[config.mk]
export PLATFORM = sky130hd
export DESIGN_NAME = full_seven_segment_display
export DESIGN_NICKNAME = d
export VERILOG_FILES = /design/src/rtl/full_seven_segment_display.sv
export SDC_FILE = /design/constraint.sdc
export NUM_CORES = 1
export LEC_CHECK = 0
export BUFFER_PORTS_ARGS = -buffer_cell sky130_fd_sc_hd__buf_4
export CORE_ASPECT_RATIO = 0.5
export CORE_MARGIN = 5
export CORE_UTILIZATION = 60
export CTS_BUF_LIST = sky130_fd_sc_hd__clkbuf_16
export CTS_CLUSTER_SIZE = 20
export DETAILED_ROUTE_END_ITERATION = 6
export GPL_TIMING_DRIVEN = 0
export PLACE_DENSITY = 0.87
export SETUP_SLACK_MARGIN = 0.05
export SKIP_CTS_REPAIR_TIMING = 1
export SLEW_MARGIN = 20
export SYNTH_ARGS = -nofsm -noshare
export SYNTH_HDL_FRONTEND = slang
export SYNTH_SLANG_ARGS = --single-unit
[constraint.sdc]
create_clock -name clk_100MHz -period 7.2 [get_ports clk_100MHz]
set_input_delay 1.08 -clock clk_100MHz [delete_from_list [all_inputs] [get_ports clk_100MHz]]
set_output_delay 1.08 -clock clk_100MHz [all_outputs]
set_load 0.05 [all_outputs]
[src/rtl/full_seven_segment_display.sv]
// -----------------------------------------------------------------------------
// full_seven_segment_display
//
// Drives a 4-digit, common-anode, multiplexed seven-segment display from an
// 8-bit two's-complement value. The number is shown in decimal with
// leading-zero blanking. A minus sign appears in the leftmost digit for
// negative values.
//
// A free-running refresh counter scans the digits. Its top two bits pick the
// active digit. Anode and cathode drives are registered, so they lag the
// counter and the value input by one clock.
//
// Ports
//   clk_100MHz  in   1  system clock; all logic on the rising edge
//   rst_n       in   1  synchronous reset, active-low
//   value       in   8  signed number to display, -128..127
//   anodes      out  4  digit enables, active-low; bit 0 = ones, bit 3 = sign
//   cathodes    out  8  segment drives, active-low, {dp,g,f,e,d,c,b,a}
// -----------------------------------------------------------------------------
module full_seven_segment_display #(
    parameter int REFRESH_BITS = 20
) (
    input  logic       clk_100MHz,
    input  logic       rst_n,
    input  logic [7:0] value,
    output logic [3:0] anodes,
    output logic [7:0] cathodes
);

    localparam logic [7:0] SEG_BLANK = 8'hFF;
    localparam logic [7:0] SEG_MINUS = 8'hBF;

    // Active-low segment pattern for one decimal digit; dp stays off.
    function automatic logic [7:0] seg_digit(input logic [3:0] d);
        logic [7:0] s;
        case (d)
            4'd0:    s = 8'hC0;
            4'd1:    s = 8'hF9;
            4'd2:    s = 8'hA4;
            4'd3:    s = 8'hB0;
            4'd4:    s = 8'h99;
            4'd5:    s = 8'h92;
            4'd6:    s = 8'h82;
            4'd7:    s = 8'hF8;
            4'd8:    s = 8'h80;
            4'd9:    s = 8'h90;
            default: s = SEG_BLANK;
        endcase
        return s;
    endfunction

    // Tens digit of a remainder in 0..99, found by threshold compares so no
    // divider is inferred.
    function automatic logic [3:0] tens_of(input logic [6:0] r);
        logic [3:0] t;
        t = 4'd0;
        for (int i = 1; i <= 9; i++) begin
            if (r >= 7'(10 * i)) t = 4'(i);
        end
        return t;
    endfunction

    logic [REFRESH_BITS-1:0] refresh_cnt;
    logic [1:0]              sel;

    logic signed [7:0] value_s;
    logic signed [8:0] value_ext;
    logic signed [8:0] mag_s;
    logic        [8:0] mag;
    logic              is_neg;
    logic              hundreds;
    logic        [8:0] rem_full;
    logic        [6:0] rem;
    logic        [3:0] tens;
    logic        [6:0] ones_full;
    logic        [3:0] ones;

    logic [3:0] anodes_nxt;
    logic [7:0] cathodes_nxt;

    assign sel = refresh_cnt[REFRESH_BITS-1 -: 2];

    // Magnitude is computed at 9 bits so that -128 maps to +128 without
    // overflowing.
    assign value_s   = value;
    assign value_ext = {value_s[7], value_s};
    assign is_neg    = value_ext[8];
    assign mag_s     = is_neg ? -value_ext : value_ext;
    assign mag       = $unsigned(mag_s);

    // The magnitude never exceeds 128, so the hundreds digit is 0 or 1.
    assign hundreds  = (mag >= 9'd100);
    assign rem_full  = hundreds ? (mag - 9'd100) : mag;
    assign rem       = rem_full[6:0];
    assign tens      = tens_of(rem);
    assign ones_full = rem - (7'(tens) * 7'd10);
    assign ones      = ones_full[3:0];

    always_comb begin
        anodes_nxt   = 4'b1111;
        cathodes_nxt = SEG_BLANK;
        case (sel)
            2'd0: begin
                anodes_nxt   = 4'b1110;
                cathodes_nxt = seg_digit(ones);
            end
            2'd1: begin
                anodes_nxt   = 4'b1101;
                cathodes_nxt = (mag >= 9'd10) ? seg_digit(tens) : SEG_BLANK;
            end
            2'd2: begin
                anodes_nxt   = 4'b1011;
                cathodes_nxt = hundreds ? seg_digit(4'(hundreds)) : SEG_BLANK;
            end
            default: begin
                anodes_nxt   = 4'b0111;
                cathodes_nxt = is_neg ? SEG_MINUS : SEG_BLANK;
            end
        endcase
    end

    // Output register stage: drives reflect the counter and value sampled
    // on the previous edge.
    always_ff @(posedge clk_100MHz) begin
        if (!rst_n) begin
            refresh_cnt <= '0;
            anodes      <= 4'b1111;
            cathodes    <= SEG_BLANK;
        end else begin
            refresh_cnt <= refresh_cnt + REFRESH_BITS'(1);
            anodes      <= anodes_nxt;
            cathodes    <= cathodes_nxt;
        end
    end

endmodule

==> results of run 1 <==
placed cells by master (no fill, tap or decap), types with 2 or more instances in the layout:
| master | synthesis | final |
|---|---|---|
| buf_6 | 2 | 2 |
| a31oi_1 | 4 | 4 |
| nand2_1 | 23 | 23 |
| nor2_1 | 14 | 14 |
| inv_1 | 12 | 13 |
| mux2i_1 | 3 | 3 |
| clkbuf_1 | 5 | 5 |
| buf_4 | 1 | 19 |
| xnor2_1 | 23 | 23 |
| nand4_1 | 3 | 3 |
| or2_2 | 4 | 4 |
| o21a_1 | 2 | 2 |
| clkbuf_16 | 0 | 5 |
| a22oi_1 | 2 | 2 |
| nor3_1 | 3 | 3 |
| o22ai_1 | 3 | 3 |
| or3_2 | 2 | 2 |
| dfxtp_1 | 31 | 31 |
| and3_1 | 5 | 5 |
| o221ai_1 | 3 | 3 |
| nand3b_1 | 3 | 3 |
| nand3_1 | 16 | 16 |
| o31ai_1 | 3 | 3 |
| and2b_2 | 2 | 2 |
| and4_1 | 2 | 2 |
| o2111ai_1 | 2 | 2 |
| nor2b_1 | 4 | 4 |
| nor4_1 | 2 | 2 |
| a21oi_1 | 14 | 14 |
| mux2_2 | 3 | 3 |
| xor2_1 | 2 | 2 |
| buf_1 | 2 | 2 |
| o21ai_0 | 10 | 10 |
| and2_1 | 23 | 23 |
| ha_1 | 14 | 14 |
flip-flops by register name (all words and copies together) (netlist names):
register	cells
cathodes	7
refresh_cnt	20
anodes	4
power by group through the flow:
stage / Sequential (mW) / Clock (mW) / Combinational (mW)
3_3_place_gp: 0.197 / 0 / 0.338
5_1_grt: 0.195 / 0.193 / 0.384
3_5_place_dp: 0.197 / 0 / 0.351
2_1_floorplan: 0.248 / 0 / 0.226
6_report: 0.194 / 0.181 / 0.356
4_1_cts: 0.194 / 0.184 / 0.352
critical path, stage by stage:
cell and delay [ps]:
buf_4 130, inv_1 130, ha_1 320, or2b_2 320
xnor2_1 240, clkbuf_8 220, ha_1 150, and3_2 210
nand4b_4 170, o211ai_1 130, and2_1 260, maj3_1 360
mux2_2 280, a21oi_1 420, fa_1 490, buf_1 230
or2_2 380, a2111oi_2 350, o31ai_2 90
area by class of cell:
type | instances | share of cell area (%)
plain buffers | 13 | 2.85
clock buffers | 5 | 4.45
clock inverters | 1 | 0.134
inverters | 12 | 1.60
multi-input cells | 233 | 61.7
flip-flops and latches | 31 | 22.1
well taps | 54 | 2.40
repair buffers | 18 | 4.81
per-layer routing:
metal / share of wire, % / GRT usage, %
met1: 44 / 24.8
met2: 52 / 39.5
met3: 3.3 / 2.26
met4: 1.1 / 7.01
met5: 0 / 0
how the worst max path moves through the flow:
stage                        start                     end  slack [ps]  depth (start not counted)
after floorplan           value[0]  cathodes[6]$_SDFF_PN1_        1840                         18
after global placement    value[0]  cathodes[6]$_SDFF_PN1_        1230                         19
after detailed placement  value[0]  cathodes[6]$_SDFF_PN1_        1170                         19
after CTS                 value[0]  cathodes[6]$_SDFF_PN1_        1400                         19
after global routing      value[0]  cathodes[6]$_SDFF_PN1_        1140                         19
final                     value[0]  cathodes[6]$_SDFF_PN1_        1360                         19
stage by stage:
step | hold slack, ps | util (%)
finish | 447 | 71.3
global route | 469 | 71.3
CTS | 451 | 71.3
detailed placement | 434 | 68.0
global placement | 444 | 68.0
floorplan | 408 | -
kinds of logic after synthesis:
kind of cell	Yosys count
and+or+nand+nor	116
AOI/OAI and AO/OA	67
DFF	31
xor gates and xnor gates	26
buffers and inverters	25
adders and majority gates	16
muxes	7
other	1
==> run metrics, run 1 <==
worst-path fanout max 10; Die X 101 um; Avg Cell Area, Syn 8.58 sq um; area of the multi-input gates 0.00173 sq mm; endpoints failing hold 0; Initial Util between 60% and 70%; Pleak 1.13 nW; DR vias 2210; Max H-tree Level 2; post-synthesis async set-or-reset flop share 0%; switching pwr between 0.2 and 0.3 mW; Post-Synth Simple-Gate Area 27.1%; Logic pwr share between 40% and 50%; Avg WL per Cell 15.5 um; max cap viols 0; element type at the critical path end flip-flop; Net Sw Frac a little under two fifths; pre-CTS WS 1170 ps; Tot Pwr 0.731 mW; Area growth syn-to-layout 13.4%; Final period util 81.1%; # nets final 339; Synth Area in Adders under 10%; Pre-antenna DRT Iters 4; unrepaired setup endpoints after global routing false; Clk pwr share 24.7%; Yosys Warn Count 0; sequential share of power 26.6%; worst setup margin 1360 ps; sequential cell area 621 sq um; Reg-to-Reg End refresh_cnt[18]$_SDFF_PN0_; Post-Synth XOR/XNOR Area about a tenth; outcome finished clean; skew final 3.09 ps; Inserted Diodes 0; Post-Route Setup TNS 0 ps; Gate Count Post-Synth roughly 290; Critical Path RT 7330 ps; WP data arrival ~6000 ps; worst skew pair latency around 260 ps; unique cell type count in the Yosys netlist 76; share of cells above drive strength 1 between 10% and 20%; Reg-to-Reg Start refresh_cnt[4]$_SDFF_PN0_; first-pass GRT wire length 9850 um; Synth top area share between 20% and 30%; Worst-Margin Slew 705 ps; min Tclk post-route approximately 5800 ps; Synth area leader dfxtp_1; Peak VDD IR 0.000116 V; FF+latch count, synth 31; largest net degree at the start of global routing 11; final setup fails 0; GPL Wtd Cong approximately 0.9; Crit Path Class in -> reg; root buf cell clkbuf_16; Power Density 260 mW/mm^2; drt drc 0; FP Rows 16; complex-gate fraction of the synthesized area 21.7%; initial antenna violation count 0; Max Freq between 150 and 200 MHz; filler cell count in the final layout just over 300; worst hold stages 1; area of the mapped netlist 0.00248 sq mm; GRT Overall Usage 21.1%; Initial DRC Count between 100 and 150; Slew Viols, Final 0; worst hold path class reg -> reg; ANT nets after route 0; Sink Count 31; top cells by area, synth dfxtp_1 25%, xnor2_1 8.1%, ha_1 7.1%; Port Buffers 18; DR vias/cell around 6; GRT overflow 0; register area share after synthesis 25.0%; Syn Nets 314; startpoint types input pin; Area after DPL about 0.0027 sq mm; P_int around 0.45 mW; Slew HR a little over half; multiplexer share of the synthesized area approximately 3.2%; final cell count without fillers 367; die height 55.5 um; vias in the first global route 2214; Top-Level Pins 22; placed insts around 360; min-delay src refresh_cnt[18]$_SDFF_PN0_; cell with the most instances after synthesis dfxtp_1; number of synthesized flops with an enable pin 0; R2R cell count 8; Most used DFF post-synth dfxtp_1; TritonCTS clock tree built; Core ar. approximately 0.004 sq mm; WL final approximately 5700 um; detailed placement HPWL 4300 um; main combinational cell family by area after synthesis simple AND/OR/NAND/NOR gates; Worst Hold Path EP anodes[1]$_SDFF_PN1_; Max Root-Sink Buffers 2; Die ar. 0.00559 sq mm; CTS clk-pin slew, worst paths 40 ps; Worst R2R Setup Slack 5150 ps; number of CTS-inserted buffers 5; post-route cell area 0.00281 sq mm; synth cell count leaders 31 x dfxtp_1, 23 x and2_1, 23 x nand2_1, 23 x xnor2_1, 16 x nand3_1
No activity file was read; power rests on OpenSTA's default activity.
==> run 2: changes to the inputs <==
--- a/config.mk
+++ b/config.mk
@@ -8,12 +8,12 @@
 export BUFFER_PORTS_ARGS = -buffer_cell sky130_fd_sc_hd__buf_4
 export CORE_ASPECT_RATIO = 0.5
 export CORE_MARGIN = 5
-export CORE_UTILIZATION = 60
+export CORE_UTILIZATION = 54
 export CTS_BUF_LIST = sky130_fd_sc_hd__clkbuf_16
 export CTS_CLUSTER_SIZE = 20
 export DETAILED_ROUTE_END_ITERATION = 6
 export GPL_TIMING_DRIVEN = 0
-export PLACE_DENSITY = 0.87
+export PLACE_DENSITY = 0.83
 export SETUP_SLACK_MARGIN = 0.05
 export SKIP_CTS_REPAIR_TIMING = 1
 export SLEW_MARGIN = 20
==> constraint.sdc (replaced) <==
create_clock -name clk_100MHz -period 5.1 [get_ports clk_100MHz]
set_input_delay 0.765 -clock clk_100MHz [delete_from_list [all_inputs] [get_ports clk_100MHz]]
set_output_delay 0.765 -clock clk_100MHz [all_outputs]
set_load 0.05 [all_outputs]
==> run 2 against run 1 <==
  * Routed wire length grew 7.6%
  * Combinational power grew 60%
  * Sequential power grew 42%
  * Via count grew 5.6%
  * Core utilization shrank 3.2 points
  * Critical endpoint is now cathodes[4]$_SDFF_PN1_
  * Largest power group unchanged
==> run metrics, run 2 (synthesized netlist as in run 1, its figures left out) <==
worst-path cell chain buf_6 -> clkinvlp_4 -> ha_4 -> or2b_4 -> xnor2_2 -> clkbuf_8 -> ha_1 -> and3_2 -> nand4b_4 -> o2111a_2 -> o221a_1 -> o31a_1 -> a31oi_4 -> ha_4 -> fa_2 -> xnor2_1 -> xnor2_1 -> xnor2_2 -> mux2_4 -> a221oi_2; final setup fails 0 (unchanged); max reg flops 20 (unchanged); detailed placement HPWL 4330 um (+0.63%); DR vias 2334 (+5.6%); share of cells above drive strength 1 25.8% (+7.3 points); Area after DPL 0.00269 sq mm (+0.14%); Critical Path RT 5280 ps (-2050 ps); Max Freq 202 MHz; Area growth syn-to-layout 21.4%; endpoints failing hold 0 (unchanged); Die ar. 0.00613 sq mm (+9.5%); Tot Pwr 1.18 mW (+61%); Biggest register refresh_cnt; Top-Level Pins 22 (unchanged); most frequent cells in the layout 31 x dfxtp_1, 28 x buf_4, 23 x nand2_1, 23 x and2_1, 22 x xnor2_1; skew final 4.41 ps (+1.32 ps); TritonCTS clock tree built; Inserted Diodes 0 (unchanged); largest registers refresh_cnt (20), cathodes (7), anodes (4); largest net degree at the start of global routing 12 (+1); Peak VDD IR 0.000193 V (+67%); drt drc 0 (unchanged); DR vias/cell 6.11 (+1.5%); worst setup margin 151 ps (-1210 ps); Initial DRC Count 122 (-9.6%); Final period util 97.0%; vias in the first global route 2210 (-0.18%); startpoint types input pin; slowest stage delay, CP 370 ps (-120 ps); pre-CTS WS -744 ps (-1910 ps); Port Buffers 18 (unchanged); root buf cell clkbuf_16; unrepaired setup endpoints after global routing false; Avg WL per Cell 16.1 um (+3.4%); min Tclk post-route 4950 ps; worst hold path class reg -> reg; Sink Count 31 (unchanged); most common cell after layout, fill and taps aside dfxtp_1; worst-path fanout max 8 (-2); CTS clk-pin slew, worst paths 50 ps (about the same); max cap viols 0 (unchanged); outcome finished clean; initial antenna violation count 0 (unchanged); Worst-Margin Slew 754 ps (+49.2 ps); placed insts 364 (+0.83%); FP Rows 17 (+1); Pleak 1.21 nW (+7.2%); GPL Wtd Cong 0.900 (-0.27%); first-pass GRT wire length 9540 um (-3.2%); number of CTS-inserted buffers 5 (unchanged); WL final 6140 um (+7.6%); element type at the critical path end flip-flop; Slew Viols, Final 0 (unchanged); post-route cell area 0.00301 sq mm (+7.1%); Power Density 392 mW/mm^2 (+51%); # nets final 349 (+2.9%); Pre-antenna DRT Iters 5 (+1); Max Root-Sink Buffers 2 (unchanged); GRT Overall Usage 18.8% (-2.2 points); Max H-tree Level 2 (unchanged); Initial Util 56.0% (-6.8 points); WP data arrival 5130 ps (-830 ps); CP max-delay cell o2111a_2; ANT nets after route 0 (unchanged); worst skew pair latency 270 ps (about the same); Crit Path Class in -> reg; GRT overflow 0 (unchanged); Core ar. 0.00442 sq mm (+12%); Slew HR 48.3% (-4.3 points); die height 57.9 um (+4.4%); Die X 106 um (+4.9%); final cell count without fillers 382 (+4.1%)
run 2: layout make-up:
type / instances / area [sq um]
Fill cell: 357 / 1420
Sequential cell: 31 / 621
Multi-Input combinational cell: 233 / 1800
Clock buffer: 5 / 125
Tap cell: 57 / 71.3
Buffer: 12 / 77.6
Inverter: 12 / 48.8
Timing Repair Buffer: 29 / 219
Clock inverter: 3 / 43.8
run 2: critical path: cells and delay by family:
kind | cells | cell delay (ps)
mux | 1 | 340
fa+ha+maj | 4 | 730
xor+xnor | 4 | 740
buf+inv | 3 | 360
compound gates | 5 | 1470
simple gates | 3 | 700
run 2: through the flow:
step	hold slack [ps]	setup TNS (ps)	utilization, %
after floorplan	408	0	-
after global placement	448	-2750	60.7
after detailed placement	443	-3630	60.7
after CTS	463	-1750	64.5
after global routing	488	0	68.0
final	466	0	68.0
run 2: where the power goes:
part	internal (mW)	switching [mW]	leakage (nW)	total (mW)
Combinational	0.239	0.329	0.877	0.569
Sequential	0.266	0.00917	0.253	0.276
Clock	0.230	0.105	0.0838	0.334
Total	0.735	0.443	1.21	1.18
run 2: routing by layer:
metal	vias to the layer above	global-route usage (%)	wire length, um
met4	0	10.1	204
met2	112	33.5	2950
met3	22	4.12	378
met1	1096	21.6	2600
met5	-	0	0
li1	1104	-	-
run 2: path summary, 6_finish.rpt:
path	start	endpoint	slack, ps	cells after the start
setup reg to reg	refresh_cnt[3]$_SDFF_PN0_	refresh_cnt[19]$_SDFF_PN0_	3050	8
hold reg to reg	refresh_cnt[18]$_SDFF_PN0_	anodes[1]$_SDFF_PN1_	470	1
hold / removal	refresh_cnt[18]$_SDFF_PN0_	anodes[1]$_SDFF_PN1_	470	1
setup / recovery	value[0]	cathodes[4]$_SDFF_PN1_	150	20
